$ cat src/rtl/l2_sched_pkg.sv
// Shared types and helpers for the L2 request scheduler.
//   grant_e   : which requester owns the L2 port
//   state_e   : scheduler FSM states
//   same_line : line-granular address compare (ignores the byte offset)
package l2_sched_pkg;

  localparam int LINE_OFFSET = 5;

  typedef enum logic [1:0] {
    GNT_NONE,
    GNT_D,
    GNT_I,
    GNT_P
  } grant_e;

  typedef enum logic [1:0] {
    IDLE,
    GRANT_D,
    GRANT_I,
    GRANT_P
  } state_e;

  // Callers zero-extend their addresses to 64 bits so one helper serves any ADDR_W.
  function automatic logic same_line(input logic [63:0] a, input logic [63:0] b);
    return (a >> LINE_OFFSET) == (b >> LINE_OFFSET);
  endfunction

endpackage

$ cat src/rtl/l2_sched_prio.sv
// Combinational winner selection for the L2 request scheduler.
//   d_req        : dcache read or write pending
//   i_read/p_read: icache / prefetch read pending
//   starve_cnt   : dcache grants taken while icache was waiting
//   i/p_address  : line addresses used for the merge compare
//   winner       : requester that takes the next grant
//   merge        : icache grant also satisfies the prefetch (same line)
module l2_sched_prio import l2_sched_pkg::*; #(
  parameter int ADDR_W       = 32,
  parameter int STARVE_LIMIT = 4,
  parameter int CNT_W        = 3
) (
  input  logic              d_req,
  input  logic              i_read,
  input  logic              p_read,
  input  logic [CNT_W-1:0]  starve_cnt,
  input  logic [ADDR_W-1:0] i_address,
  input  logic [ADDR_W-1:0] p_address,
  output grant_e            winner,
  output logic              merge
);

  localparam logic [CNT_W-1:0] LIMIT_C = CNT_W'(STARVE_LIMIT);

  always_comb begin
    winner = GNT_NONE;
    // A starved icache outranks the dcache; otherwise plain fixed priority.
    if (i_read && (starve_cnt == LIMIT_C)) winner = GNT_I;
    else if (d_req)                         winner = GNT_D;
    else if (i_read)                        winner = GNT_I;
    else if (p_read)                        winner = GNT_P;
    // A prefetch for the line icache is about to fetch rides along for free.
    merge = (winner == GNT_I) && p_read &&
            same_line(64'(i_address), 64'(p_address));
  end

endmodule

$ cat src/rtl/l2_req_scheduler.sv
// Arbitrates the single L2 request port between dcache, icache and prefetcher.
//   d_*  : dcache line read/writeback request, d_resp completion pulse
//   i_*  : icache line read request, i_resp completion pulse
//   p_*  : prefetch line read request, p_resp completion pulse
//   rdata: l2_rdata broadcast, meaningful only alongside a *_resp
//   l2_* : registered request to l2_cache; l2_resp/l2_rdata come back
// One transaction is outstanding at a time; every completion returns to IDLE
// for one cycle before the next grant is taken.
module l2_req_scheduler #(
  parameter int STARVE_LIMIT = 4,
  parameter int LINE_W       = 256,
  parameter int ADDR_W       = 32
) (
  input  logic              clk,
  input  logic              reset_n,
  input  logic              d_read,
  input  logic              d_write,
  input  logic [ADDR_W-1:0] d_address,
  input  logic [LINE_W-1:0] d_wdata,
  output logic              d_resp,
  input  logic              i_read,
  input  logic [ADDR_W-1:0] i_address,
  output logic              i_resp,
  input  logic              p_read,
  input  logic [ADDR_W-1:0] p_address,
  output logic              p_resp,
  output logic [LINE_W-1:0] rdata,
  output logic              l2_read,
  output logic              l2_write,
  output logic [ADDR_W-1:0] l2_address,
  output logic [LINE_W-1:0] l2_wdata,
  input  logic              l2_resp,
  input  logic [LINE_W-1:0] l2_rdata
);

  import l2_sched_pkg::*;

  localparam int               CNT_W   = $clog2(STARVE_LIMIT + 1);
  localparam logic [CNT_W-1:0] LIMIT_C = CNT_W'(STARVE_LIMIT);

  typedef struct packed {
    logic              rd;
    logic              wr;
    logic [ADDR_W-1:0] addr;
    logic [LINE_W-1:0] wdata;
  } l2_req_t;

  state_e           state_q, state_d;
  logic             merge_q, merge_d;
  logic [CNT_W-1:0] starve_q, starve_d;
  l2_req_t          req_q, req_d;

  grant_e           winner;
  logic             merge_hit;

  l2_sched_prio #(
    .ADDR_W      (ADDR_W),
    .STARVE_LIMIT(STARVE_LIMIT),
    .CNT_W       (CNT_W)
  ) u_prio (
    .d_req     (d_read | d_write),
    .i_read    (i_read),
    .p_read    (p_read),
    .starve_cnt(starve_q),
    .i_address (i_address),
    .p_address (p_address),
    .winner    (winner),
    .merge     (merge_hit)
  );

  always_comb begin
    state_d  = state_q;
    merge_d  = merge_q;
    starve_d = starve_q;
    req_d    = req_q;
    case (state_q)
      IDLE: begin
        if (winner != GNT_NONE) begin
          merge_d = merge_hit;
          case (winner)
            GNT_D: begin
              state_d     = GRANT_D;
              req_d.rd    = d_read;
              req_d.wr    = d_write;
              req_d.addr  = d_address;
              req_d.wdata = d_write ? d_wdata : '0;
            end
            GNT_I: begin
              state_d     = GRANT_I;
              req_d.rd    = 1'b1;
              req_d.wr    = 1'b0;
              req_d.addr  = i_address;
              req_d.wdata = '0;
            end
            GNT_P: begin
              state_d     = GRANT_P;
              req_d.rd    = 1'b1;
              req_d.wr    = 1'b0;
              req_d.addr  = p_address;
              req_d.wdata = '0;
            end
            default: ;
          endcase
          // Count dcache wins that left icache waiting; any icache win resets it.
          if ((winner == GNT_D) && i_read)
            starve_d = (starve_q == LIMIT_C) ? starve_q : starve_q + CNT_W'(1);
          else if (winner == GNT_I)
            starve_d = '0;
        end
      end
      GRANT_D, GRANT_I, GRANT_P: begin
        if (l2_resp) begin
          state_d  = IDLE;
          req_d.rd = 1'b0;
          req_d.wr = 1'b0;
          merge_d  = 1'b0;
        end
      end
      default: state_d = IDLE;
    endcase
  end

  always_ff @(posedge clk) begin
    if (!reset_n) begin
      state_q  <= IDLE;
      merge_q  <= 1'b0;
      starve_q <= '0;
      req_q    <= '0;
    end else begin
      state_q  <= state_d;
      merge_q  <= merge_d;
      starve_q <= starve_d;
      req_q    <= req_d;
    end
  end

  assign l2_read    = req_q.rd;
  assign l2_write   = req_q.wr;
  assign l2_address = req_q.addr;
  assign l2_wdata   = req_q.wdata;

  // Completions are combinational on l2_resp; IDLE never responds, so a
  // response left over from an abandoned transaction is dropped.
  assign d_resp = l2_resp && (state_q == GRANT_D);
  assign i_resp = l2_resp && (state_q == GRANT_I);
  assign p_resp = l2_resp && ((state_q == GRANT_P) || ((state_q == GRANT_I) && merge_q));
  assign rdata  = l2_rdata;

endmodule

$ cat config.mk
export PLATFORM = sky130hd
export DESIGN_NAME = l2_req_scheduler
export DESIGN_NICKNAME = d
export VERILOG_FILES = /design/src/rtl/l2_sched_pkg.sv /design/src/rtl/l2_sched_prio.sv /design/src/rtl/l2_req_scheduler.sv
export SDC_FILE = /design/constraint.sdc
export NUM_CORES = 1
export LEC_CHECK = 0
export CORE_AREA = 2 2 452 454
export CTS_BUF_LIST = sky130_fd_sc_hd__clkbuf_4 sky130_fd_sc_hd__clkbuf_8
export CTS_CLUSTER_SIZE = 16
export DETAILED_ROUTE_END_ITERATION = 10
export DIE_AREA = 0 0 454 456
export HOLD_SLACK_MARGIN = 0.08
export PLACE_DENSITY = 0.3
export SLEW_MARGIN = 5
export SYNTH_ARGS = -nofsm -noshare
export SYNTH_HDL_FRONTEND = slang
export SYNTH_SLANG_ARGS = --single-unit
$ cat constraint.sdc
create_clock -name clk -period 3 [get_ports clk]
set_input_delay 0.45 -clock clk [delete_from_list [all_inputs] [get_ports clk]]
set_output_delay 0.45 -clock clk [all_outputs]
set_load 0.05 [all_outputs]
==> results of run 1 <==
[path summary, 6_finish.rpt]
check / start / to / slack (ns) / depth (start not counted)
setup / recovery: l2_wdata[233] / l2_wdata[233] / 0.35 / 1
hold / removal: d_address[28] / l2_address[28] / 0.31 / 3
setup reg to reg: starve_q[0] / l2_wdata[105] / 0.45 / 12
hold reg to reg: l2_read / l2_read / 0.48 / 2
[through the flow]
step | setup slack (ns) | instances
2_1_floorplan | 0.674 | 1397
3_3_place_gp | -0.126 | 4422
3_5_place_dp | -0.0910 | 4422
4_1_cts | 0.0992 | 4546
5_1_grt | 0.0674 | 4551
6_report | 0.354 | 4552
[sequential cells by signal (all words and copies together) (netlist names)]
| register | flops |
|---|---|
| merge_q | 1 |
| l2_wdata | 256 |
| l2_write | 1 |
| starve_q | 3 |
| state_q | 2 |
| l2_address | 32 |
| l2_read | 1 |
[cell families (layout without fill, tap and decap cells)]
logic type,count (synthesis),after routing,synth area share
compound gates,400,400,0.205
xor+xnor,28,28,0.0182
fa+ha+maj,7,7,0.00650
buf+inv,373,850,0.196
flops,296,296,0.439
mux,1,1,0.000742
other cells,0,6,0
simple gates,292,292,0.135
[repair_timing]
| action | CTS | global route |
|---|---|---|
| endpoints found under the setup margin | 0 | 0 |
| gates resized for setup | 0 | 0 |
| hold buffers | 1 | 0 |
| endpoints found under the hold margin | 6 | 0 |
[per-layer routing]
| layer | global-route usage | routed length (um) |
|---|---|---|
| met2 | 0.147 | 46000 |
| met3 | 0.0792 | 17400 |
| met5 | 0.00886 | 168 |
| met4 | 0.0338 | 3970 |
| met1 | 0.102 | 38300 |
[area by class of cell]
| cell class | instances | area (um^2) |
|---|---|---|
| diodes | 6 | 15.0 |
| clock buffers | 109 | 1330 |
| clock inverters | 14 | 185 |
| fillers | 23000 | 179000 |
| inverters | 6 | 22.5 |
| multi-input cells | 728 | 4930 |
| flip-flops and latches | 296 | 5930 |
| well taps | 2672 | 3340 |
| repair buffers | 721 | 7320 |
[power breakdown]
group / total, W / switching (W) / leakage [nW] / internal [W]
sequential: 0.00464 / 0.000285 / 2.42 / 0.00436
combinational: 0.00527 / 0.00333 / 4.07 / 0.00194
clock: 0.00548 / 0.00240 / 0.807 / 0.00308
total: 0.0154 / 0.00602 / 7.30 / 0.00937
[cell usage after synthesis (5+ instances only)]
cell,n
ha_1,7
buf_2,12
dfxtp_1,296
nor2_1,5
nor2b_1,259
buf_4,282
o21ai_0,35
a22oi_1,289
clkbuf_1,51
nand2_1,5
a21oi_1,65
inv_1,6
buf_6,22
xnor2_1,27
nand4_1,10
==> reports/metrics.cfg, run 1 <==
[global_route]
grt_pass1_wl_um=133000
overflow=0
track_usage=0.0985
grt_max_degree=70
antenna_found_initial=37
first_global_vias=12400

[timing]
tns_ns=0
slew_violations=0
finalCriticalPeriod_ns=2.65
fmax_mhz=378
setup_viol=0
relSlewSlack=0.395
worst_pin_slew_ns=0.904
finalHoldViolCount=0
holdWs_ns=0.311
min_period_over_period=0.882
fin_skew_ns=0.0292
grt_setup_unrepaired=false

[cells_and_area]
final_area_um2=23100
areaGrowthSynthToFinish_pct=71.0
nets=2447
mostFrequentLayoutCell=clkdlybuf4s50_1
utilization=0.114
layout_common_cells=637 x clkdlybuf4s50_1, 296 x dfxtp_1, 289 x a22oi_1
drive_above_1_share=0.113

[route]
ant_nets=0
drtIter0Drc=630
viasPerCell=2.71
route.detailed.drc=0
wl_um=106000
wl_per_cell_um=23.3
vias=12300
firstDrtPassIters=5

[synth]
synth_edf_count=0
ys_seq_area_frac=0.439
synth_seq_cells=296
ys.flop_type=dfxtp_1
synth_area_um2=13500
yosysWarnings=0
ys_async_sr_fraction=0
synthTopCellsByArea=dfxtp_1 44%, a22oi_1 16%, buf_4 16%
postSynthAreaPerCell_um2=9.65
synthesis.nets=2019
yosys.area.top_type=dfxtp_1
syn_inst=1397
synth.distinct_cells=35
synth.top_cell.area_share=0.439

[setup_path]
path_class=reg2out
crit_arrival_ns=2.20
worstPathMaxFanout=2
path_cells=clkdlybuf4s50_1
max_stage_delay_ns=1.08
crit_path_end_kind=output pin
critPathRequiredTime_ns=2.55
critical-path-slowest-cell=clkdlybuf4s50_1
crit_buf_inv=1
startpoint_type=register
critical_path.top_delay_family=buffers and inverters

[floorplanning]
die_w_um=454
die_y_um=456
core_um2=202000
initial_utilization=0.0668
rows=165
die_area_um2=207000
io_pins=1164

[hold_path]
hp-class=in2reg

[cts]
cts_setup_buffers=0
clkSinkCount=296
cts_buffer_depth=3
cts_buffers=72
worst_skew_pair.late_latency_ns=0.77
cts_htree_levels=3
cts_tree=built
clkTransAtPathRegs_ns=0.06
cts_root_buf=clkbuf_8

[pwr]
cellLeakagePower_nw=7.30
power_w=0.0154
power_density_nw_per_um2=667
vdd.ir_drop.worst_mv=0.271

[placement]
postPlaceCellArea_um2=21500
io_buffers=651
gp_congestion=0.746
dp_hpwl_um=85800

[job]
drv_cap=0

[outcome]
status=completed

Note: power is estimated with default switching activity, not from simulation.
==> inputs of run 2 (changes only) <==
--- a/config.mk
+++ b/config.mk
@@ -5,11 +5,11 @@
 export SDC_FILE = /design/constraint.sdc
 export NUM_CORES = 1
 export LEC_CHECK = 0
-export CORE_AREA = 2 2 452 454
+export CORE_AREA = 5 5 455 457
 export CTS_BUF_LIST = sky130_fd_sc_hd__clkbuf_4 sky130_fd_sc_hd__clkbuf_8
 export CTS_CLUSTER_SIZE = 16
 export DETAILED_ROUTE_END_ITERATION = 10
-export DIE_AREA = 0 0 454 456
+export DIE_AREA = 0 0 460 462
 export HOLD_SLACK_MARGIN = 0.08
 export PLACE_DENSITY = 0.3
 export SLEW_MARGIN = 5
==> run 2 against run 1 <==
Maximum frequency fell by 0.67%. Critical endpoint is now l2_wdata[107]. Highest routed layer unchanged. Power fell by 0.74%. Die area rose by 2.7%. Largest cell class unchanged.
==> reports/metrics.cfg, run 2 (synthesis results as in run 1) <==
[cells_and_area]
areaGrowthSynthToFinish_pct=70.6
nets=2443  ; -0.16%
mostFrequentLayoutCell=clkdlybuf4s50_1
largest_reg_flops=256  ; unchanged
final_area_um2=23000  ; -0.28%
layout_common_cells=620 x clkdlybuf4s50_1, 296 x dfxtp_1, 289 x a22oi_1
drive_above_1_share=0.121  ; +0.00873

[setup_path]
critPathRequiredTime_ns=3.61  ; +1.06 ns
path_cells=inv_1 -> ha_1 -> nand3_1 -> o21ai_0 -> o21ai_0 -> inv_1 -> ha_1 -> or3_4 -> buf_12 -> buf_12 -> a22oi_1 -> nor2b_1
crit_arrival_ns=3.28  ; +1.08 ns
critPathLaunch=starve_q[0]
max_stage_delay_ns=0.37  ; -0.71 ns
crit_buf_inv=4  ; +3
critical-path-slowest-cell=or3_4
startpoint_type=register
reg2reg_from=starve_q[0]
path_class=reg2reg
worstPathMaxFanout=27  ; +25
crit_path_end_kind=register
critical_path.top_delay_family=buffers and inverters

[pwr]
power_w=0.0153  ; -0.74%
vdd.ir_drop.worst_mv=0.309  ; +14%
power_density_nw_per_um2=664  ; -0.46%
p_sw_w=0.00598  ; -0.69%
cellLeakagePower_nw=7.30  ; about the same
power_frac_comb=0.351  ; +0.008
pwr-share-seq=0.303  ; about the same
clockPowerShare=0.347  ; -0.009
switching_share=0.391  ; about the same
internal_power_w=0.00930  ; -0.77%

[floorplanning]
core_um2=203000  ; +0.71%
rows=166  ; +0.61%
die_area_um2=213000  ; +2.7%
die_w_um=460  ; +1.3%
initial_utilization=0.0664  ; -0.000471
io_pins=1164  ; unchanged
die_y_um=462  ; +1.3%

[outcome]
status=completed

[timing]
min_period_over_period=0.888  ; +0.00591
grt_setup_unrepaired=false
setup_viol=0  ; unchanged
finalCriticalPeriod_ns=2.66  ; +0.0177 ns
relSlewSlack=0.327  ; -0.0678
worst_pin_slew_ns=1.00  ; +0.0954 ns
fin_skew_ns=0.0300  ; +0.000790 ns
fmax_mhz=375  ; -0.67%
finalHoldViolCount=0  ; unchanged
slew_violations=0  ; unchanged
tns_ns=0  ; unchanged

[global_route]
grt_pass1_wl_um=131000  ; -2.0%
antenna_found_initial=36  ; -2.7%
overflow=0  ; unchanged
track_usage=0.0928  ; -0.00569
grt_max_degree=105  ; +50%
first_global_vias=13000  ; +5.0%

[placement]
io_buffers=651  ; unchanged
gp_congestion=0.709  ; -5.0%
postPlaceCellArea_um2=21500  ; -0.19%
dp_hpwl_um=84500  ; -1.4%

[hold_path]
hp-class=in2reg
worst_hold_startpoint=d_address[12]

[cts]
cts_tree=built
cts_htree_levels=3  ; unchanged
clkTransAtPathRegs_ns=0.06  ; about the same
worst_skew_pair.late_latency_ns=0.75  ; -0.02 ns
cts_buffer_depth=3  ; unchanged
cts_root_buf=clkbuf_8
clkSinkCount=296  ; unchanged
cts_buffers=70  ; -2.8%

[route]
wl_um=104000  ; -2.2%
route.detailed.drc=0  ; unchanged
wl_per_cell_um=22.7  ; -2.5%
drtIter0Drc=590  ; -6.3%
ant_nets=0  ; unchanged
vias=12200  ; -1.1%
firstDrtPassIters=5  ; unchanged
viasPerCell=2.67  ; -1.4%

[job]
drv_cap=0  ; unchanged

run 2: final cells by class:
cell class	instances	area, um^2
fillers	23300	180000
inverters	6	22.5
well taps	2688	3360
clock buffers	105	1320
multi-input cells	728	4940
diodes	6	15.0
clock inverters	17	166
repair buffers	719	7250
flip-flops and latches	296	5930
run 2: path summary, 6_finish.rpt:
path | endpoint | depth (start not counted) | slack (ns)
worst max-delay path | l2_wdata[107] | 12 | 0.34
worst min-delay path | l2_address[12] | 3 | 0.34
worst max register to register | l2_wdata[107] | 12 | 0.34
worst min register to register | l2_read | 2 | 0.47
run 2: per-layer routing:
layer  track usage  routed length (um)  vias up  share of wire
met5       0.00566                 172        -         0.0017
met4        0.0396                4730        8          0.046
met3        0.0732               17400      270           0.17
met2         0.149               47000      836           0.45
met1        0.0875               34300     5581           0.33
li1              -                   -     5494              -
run 2: power by group through the flow:
stage / logic, W / clock network [W] / registers, W
floorplan: 0.00251 / 0 / 0.00604
global placement: 0.00556 / 0 / 0.00470
detailed placement: 0.00552 / 0 / 0.00471
CTS: 0.00554 / 0.00572 / 0.00463
global route: 0.00574 / 0.00584 / 0.00467
finish: 0.00536 / 0.00529 / 0.00462
run 2: per-stage QoR:
stage          cells  utilization  setup slack (ns)  hold WS (ns)
2_1_floorplan   1397            -             0.674         0.458
3_3_place_gp    4436        0.106           -0.0774         0.474
3_5_place_dp    4436        0.106           -0.0167         0.477
4_1_cts         4559        0.113            0.0594         0.165
5_1_grt         4562        0.113            0.0566         0.219
6_report        4565        0.113             0.336         0.336
run 2: worst register-to-register path, cell delays in order (launching register included):
cell and delay [ns]:
dfxtp_1 0.35, inv_1 0.07, ha_1 0.21, nand3_1 0.10, o21ai_0 0.12, o21ai_0 0.18
inv_1 0.11, ha_1 0.25, or3_4 0.37, buf_12 0.18, buf_12 0.32, a22oi_1 0.21
nor2b_1 0.06
run 2: timing repair:
| item | 4_1_cts | 5_1_grt |
|---|---|---|
| resized for setup | 0 | 0 |
| hold buffers | 1 | 0 |
| buffers inserted | 0 | 0 |
| hold endpoints to repair | 37 | 0 |
